**src/rtl/shift_arbiter_ctrl.sv**
```systemverilog
// -----------------------------------------------------------------------------
// shift_arbiter_ctrl
//
// Two-requester round-robin controller sharing one parallel-in/serial-out
// shift register. A granted requester's WIDTH-bit word is sent MSB-first on
// sout. Each bit is held for DIV clocks. A one-cycle done pulse follows the
// last bit of every word. The serial line idles high.
//
// Ports:
//   clk    in   system clock, all state updates on posedge
//   rst    in   synchronous active-high reset
//   req    in   [1:0] request lines, held until the matching gnt is seen
//   data0  in   [WIDTH-1:0] word from requester 0, stable while req[0] high
//   data1  in   [WIDTH-1:0] word from requester 1, stable while req[1] high
//   gnt    out  [1:0] one-hot grant pulse, one cycle after acceptance
//   src    out  index of the requester being served (holds when idle)
//   sout   out  serial data, MSB first, 1 when idle
//   busy   out  high while a word is being shifted
//   done   out  one-cycle pulse after the last bit completes
// -----------------------------------------------------------------------------
module shift_arbiter_ctrl #(
    parameter int WIDTH = 4,
    parameter int DIV   = 1
) (
    input  logic             clk,
    input  logic             rst,
    input  logic [1:0]       req,
    input  logic [WIDTH-1:0] data0,
    input  logic [WIDTH-1:0] data1,
    output logic [1:0]       gnt,
    output logic             src,
    output logic             sout,
    output logic             busy,
    output logic             done
);

    localparam int BW = (WIDTH > 1) ? $clog2(WIDTH) : 1;
    localparam int DW = (DIV > 1) ? $clog2(DIV) : 1;

    localparam logic [BW-1:0] BIT_LAST = BW'(WIDTH - 1);
    localparam logic [DW-1:0] DIV_LAST = DW'(DIV - 1);

    typedef enum logic [1:0] {
        S_IDLE,
        S_SHIFT,
        S_DONE
    } state_t;

    state_t           r_state;
    // Holds only the bits not yet on sout; the MSB goes straight to sout on load.
    logic [WIDTH-2:0] r_shreg;
    logic [BW-1:0]    r_bit;
    logic [DW-1:0]    r_div;
    logic             r_last;
    logic [1:0]       r_gnt;
    logic             r_src;
    logic             r_sout;
    logic             r_busy;
    logic             r_done;

    logic             w_any;
    logic             w_win;
    logic [WIDTH-1:0] w_win_data;

    assign w_any = |req;
    // On a tie the requester that was not served last wins; otherwise the
    // single active line decides, and req[1] alone identifies it.
    assign w_win      = (req == 2'b11) ? ~r_last : req[1];
    assign w_win_data = w_win ? data1 : data0;

    always_ff @(posedge clk) begin
        if (rst) begin
            r_state <= S_IDLE;
            r_bit   <= '0;
            r_div   <= '0;
            r_last  <= 1'b1;
            r_gnt   <= 2'b00;
            r_src   <= 1'b0;
            r_sout  <= 1'b1;
            r_busy  <= 1'b0;
            r_done  <= 1'b0;
        end else begin
            case (r_state)
                S_IDLE: begin
                    r_gnt  <= 2'b00;
                    r_done <= 1'b0;
                    r_sout <= 1'b1;
                    if (w_any) begin
                        r_shreg <= w_win_data[WIDTH-2:0];
                        r_sout  <= w_win_data[WIDTH-1];
                        r_gnt   <= w_win ? 2'b10 : 2'b01;
                        r_src   <= w_win;
                        r_last  <= w_win;
                        r_busy  <= 1'b1;
                        r_bit   <= '0;
                        r_div   <= '0;
                        r_state <= S_SHIFT;
                    end
                end

                S_SHIFT: begin
                    r_gnt <= 2'b00;
                    if (r_div == DIV_LAST) begin
                        r_div <= '0;
                        if (r_bit == BIT_LAST) begin
                            r_bit   <= '0;
                            r_sout  <= 1'b1;
                            r_busy  <= 1'b0;
                            r_done  <= 1'b1;
                            r_state <= S_DONE;
                        end else begin
                            r_bit   <= r_bit + 1'b1;
                            r_sout  <= r_shreg[WIDTH-2];
                            r_shreg <= r_shreg << 1;
                        end
                    end else begin
                        r_div <= r_div + 1'b1;
                    end
                end

                S_DONE: begin
                    r_done  <= 1'b0;
                    r_state <= S_IDLE;
                end

                default: begin
                    r_state <= S_IDLE;
                    r_sout  <= 1'b1;
                    r_busy  <= 1'b0;
                    r_done  <= 1'b0;
                    r_gnt   <= 2'b00;
                end
            endcase
        end
    end

    assign gnt  = r_gnt;
    assign src  = r_src;
    assign sout = r_sout;
    assign busy = r_busy;
    assign done = r_done;

endmodule

```
**config.mk**
```make
export PLATFORM = sky130hd
export DESIGN_NAME = shift_arbiter_ctrl
export DESIGN_NICKNAME = d
export VERILOG_FILES = /design/src/rtl/shift_arbiter_ctrl.sv
export SDC_FILE = /design/constraint.sdc
export NUM_CORES = 1
export LEC_CHECK = 0
export CORE_AREA = 2 2 39 41
export DETAILED_ROUTE_END_ITERATION = 7
export DIE_AREA = 0 0 41 43
export DONT_BUFFER_PORTS = 1
export GPL_TIMING_DRIVEN = 0
export MAX_ROUTING_LAYER = met4
export PLACE_DENSITY = 0.76
export SYNTH_ARGS = -nofsm -noshare
export SYNTH_HDL_FRONTEND = slang
export SYNTH_SLANG_ARGS = --single-unit
```
**constraint.sdc**
```tcl
create_clock -name clk -period 1.5 [get_ports clk]
set_input_delay 0.075 -clock clk [delete_from_list [all_inputs] [get_ports clk]]
set_output_delay 0.075 -clock clk [all_outputs]
set_load 0.02 [all_outputs]
```
==> impl_metrics.py <==
metrics = {
    "logic_synthesis": {
        "syn-num-nets": 82,
        "synth_seq_cells": 14,
        "synthCells": 69,
        "synthFlopType": "dfxtp_1",
        "synth-async-reset-ratio_pct": 0,
        "yosysSeqAreaShare_pct": 46.8,
        "synth_edf_count": 3,
        "syn_area_um2": 663,
        "synth.avg_cell_area_um2": 9.61,
        "yosysWarnings": 0,
        "synth.distinct_cells": 27,
    },
    "global_routing": {
        "antenna_found_initial": 0,
        "grt_pass1_vias": 462,
        "grt_util_all_layers_pct": 17.6,
        "grt_pass1_wl_um": 1980,
        "grt_max_degree": 11,
        "overflow": 0,
    },
    "routing": {
        "drc": 0,
        "drt_iter0_drc": 36,
        "vias_per_cell": 5.91,
        "drt-pass1-iter-count": 4,
        "wl_per_cell_um": 14.3,
        "vias": 538,
        "routed_wl_um": 1300,
        "ant_nets": 0,
    },
    "power_and_ir_drop": {
        "power_density_mw_per_mm2": 1070,
        "netSwitchingFraction_pct": 25.3,
        "p_leak_nw": 0.299,
        "p_sw_mw": 0.205,
        "p_clk_share_pct": 34.3,
        "total_power_mw": 0.808,
        "p_int_mw": 0.604,
        "comb_power_share_pct": 11.6,
        "p_seq_share_pct": 54.1,
        "ir_worst_vdd_mv": 0.536,
    },
    "cts": {
        "cts_buffers": 3,
        "clk_latency_ns": 0.28,
        "clk_pin_slew_ns": 0.09,
        "post_cts_buffers": 0,
        "h-tree-depth": 1,
        "cts-root-buf": "clkbuf_4",
        "clock_sink_count": 14,
        "cts_tree": "built",
        "cts_buffer_depth": 2,
    },
    "worst_setup_path": {
        "path_class": "reg2reg",
        "critPathLaunch": "r_bit[0]$_SDFFE_PP0P_",
        "worstReg2RegStart": "r_bit[0]$_SDFFE_PP0P_",
        "critPathLaunchType": "flip-flop",
        "cp_max_fo": 8,
        "cp.required_ns": 1.45,
        "worstSetupEndpointType": "flip-flop",
        "worstPathArrival_ns": 1.35,
    },
    "placed_design": {
        "io_buffer_count": 0,
        "gp_congestion": 0.786,
        "place_hpwl_um": 891,
    },
    "sta": {
        "clock-skew-final_ns": 0.000986,
        "finalCritPeriodShare_pct": 93.3,
        "finalSetupViolCount": 0,
        "slew_violations": 0,
        "finalSetupTns_ns": 0,
        "worstMarginPinSlew_ns": 0.657,
        "rsz0062_at_grt": "no",
        "max_freq_mhz": 715,
        "period_minus_slack_ns": 1.40,
        "slew_headroom_pct": 55.9,
        "final_hold_viol_count": 0,
    },
    "finish": {
        "seq_area_um2": 310,
        "final_common_cell": "dfxtp_1",
        "n_antenna_cell": 0,
        "mostFrequentLayoutCells": "dfxtp_1 (11), nor2_1 (8), a21oi_1 (7), nand2_1 (5), o21ai_0 (5)",
        "multiInputGateArea_um2": 333,
        "drive_gt1_share_pct": 13.3,
        "fillCellCount": 134,
        "syn2layout_area_growth_pct": 14.3,
        "nNetsFinal": 89,
    },
    "status": {
        "status": "finished, final reports clean",
    },
    "die": {
        "start_util_pct": 47.9,
        "dieArea_mm2": 0.00176,
        "die_w_um": 41,
        "rows": 14,
        "die_y_um": 43,
        "io_pins": 18,
        "core_area_mm2": 0.00138,
    },
    "job": {
        "max-cap-violations": 0,
    },
    "hold_path": {
        "hp-class": "in2reg",
        "worstHoldStart": "req[0]",
    },
}
per-layer routing:
metal	global-route usage, %	vias up	wire length (um)
met5	-	-	0
met4	12.0	0	14
met3	3.14	2	75
met2	24.4	23	612
li1	-	266	-
met1	22.3	247	602
critical path, stage by stage, from the launching register on:
cell and delay, ns:
dfxtp_1 0.34, ha_1 0.31, a2111oi_4 0.42
per-stage QoR:
step / utilization [%] / hold slack [ns] / worst slack (ns) / cells / cell area [um^2]
3_5_place_dp: 49.5 / 0.175 / -0.222 / 85 / 684
2_1_floorplan: - / 0.165 / 0.0117 / 69 / 664
5_1_grt: 54.8 / 0.0262 / 0.0121 / 91 / 758
6_report: 54.8 / 0.0141 / 0.101 / 91 / 758
4_1_cts: 54.8 / 0.0109 / 0.0933 / 91 / 758
3_3_place_gp: 49.5 / 0.168 / -0.149 / 85 / 684
power groups by stage:
stage	Clock, mW	Combinational (mW)	Sequential [mW]
3_5_place_dp	0	0.0839	0.447
6_report	0.277	0.0936	0.438
3_3_place_gp	0	0.0808	0.446
2_1_floorplan	0	0.0693	0.443
5_1_grt	0.292	0.106	0.440
4_1_cts	0.285	0.0939	0.438
path summary, 6_finish.rpt:
| kind | slack [ns] | endpoint | cells after the start |
|---|---|---|---|
| hold reg to reg | 0.49 | r_bit[1]$_SDFFE_PP0P_ | 2 |
| hold / removal | 0.01 | busy$_SDFFE_PP0P_ | 2 |
| setup reg to reg | 0.10 | r_shreg[0]$_SDFFCE_PP0P_ | 2 |
| setup / recovery | 0.10 | r_shreg[0]$_SDFFCE_PP0P_ | 2 |
timing repair:
action / 4_1_cts / 5_1_grt
endpoints found under the setup margin: 3 / 0
endpoints found under the hold margin: 5 / 0
gates resized for setup: 2 / 0
hold buffers: 2 / 0
sequential cells by signal, indices dropped and copies added, names as in the netlist:
register  count
busy          1
done          1
r_shreg       3
src           1
r_last        1
r_state       2
r_bit         2
gnt           2
sout          1
synth_stat cells (2+ instances only):
master / instances / area (um^2)
a2111oi_0: 2 / 17.5
a21oi_1: 7 / 35.0
dfxtp_1: 11 / 220
edfxtp_1: 3 / 90.1
inv_1: 2 / 7.51
mux2i_1: 4 / 40.0
nand2_1: 5 / 18.8
nand2b_1: 2 / 12.5
nor2_1: 8 / 30.0
nor3_1: 4 / 20.0
o21ai_0: 5 / 25.0
cell families after synthesis:
| logic type | Yosys count | synth area share [%] |
|---|---|---|
| and+or+nand+nor | 24 | 17.5 |
| buffers and inverters | 5 | 5.85 |
| DFF | 14 | 46.8 |
| adders and majority gates | 1 | 1.89 |
| AOI/OAI and AO/OA | 21 | 21.9 |
| muxes | 4 | 6.04 |
final cells by class:
| cell class | count | share of cell area, % |
|---|---|---|
| well taps | 16 | 2.64 |
| repair buffers | 2 | 2.64 |
| clock buffers | 4 | 4.79 |
| multi-input cells | 50 | 43.9 |
| flip-flops and latches | 14 | 40.9 |
| plain buffers | 3 | 4.13 |
| inverters | 2 | 0.990 |
(Power assumes the default switching activity.)
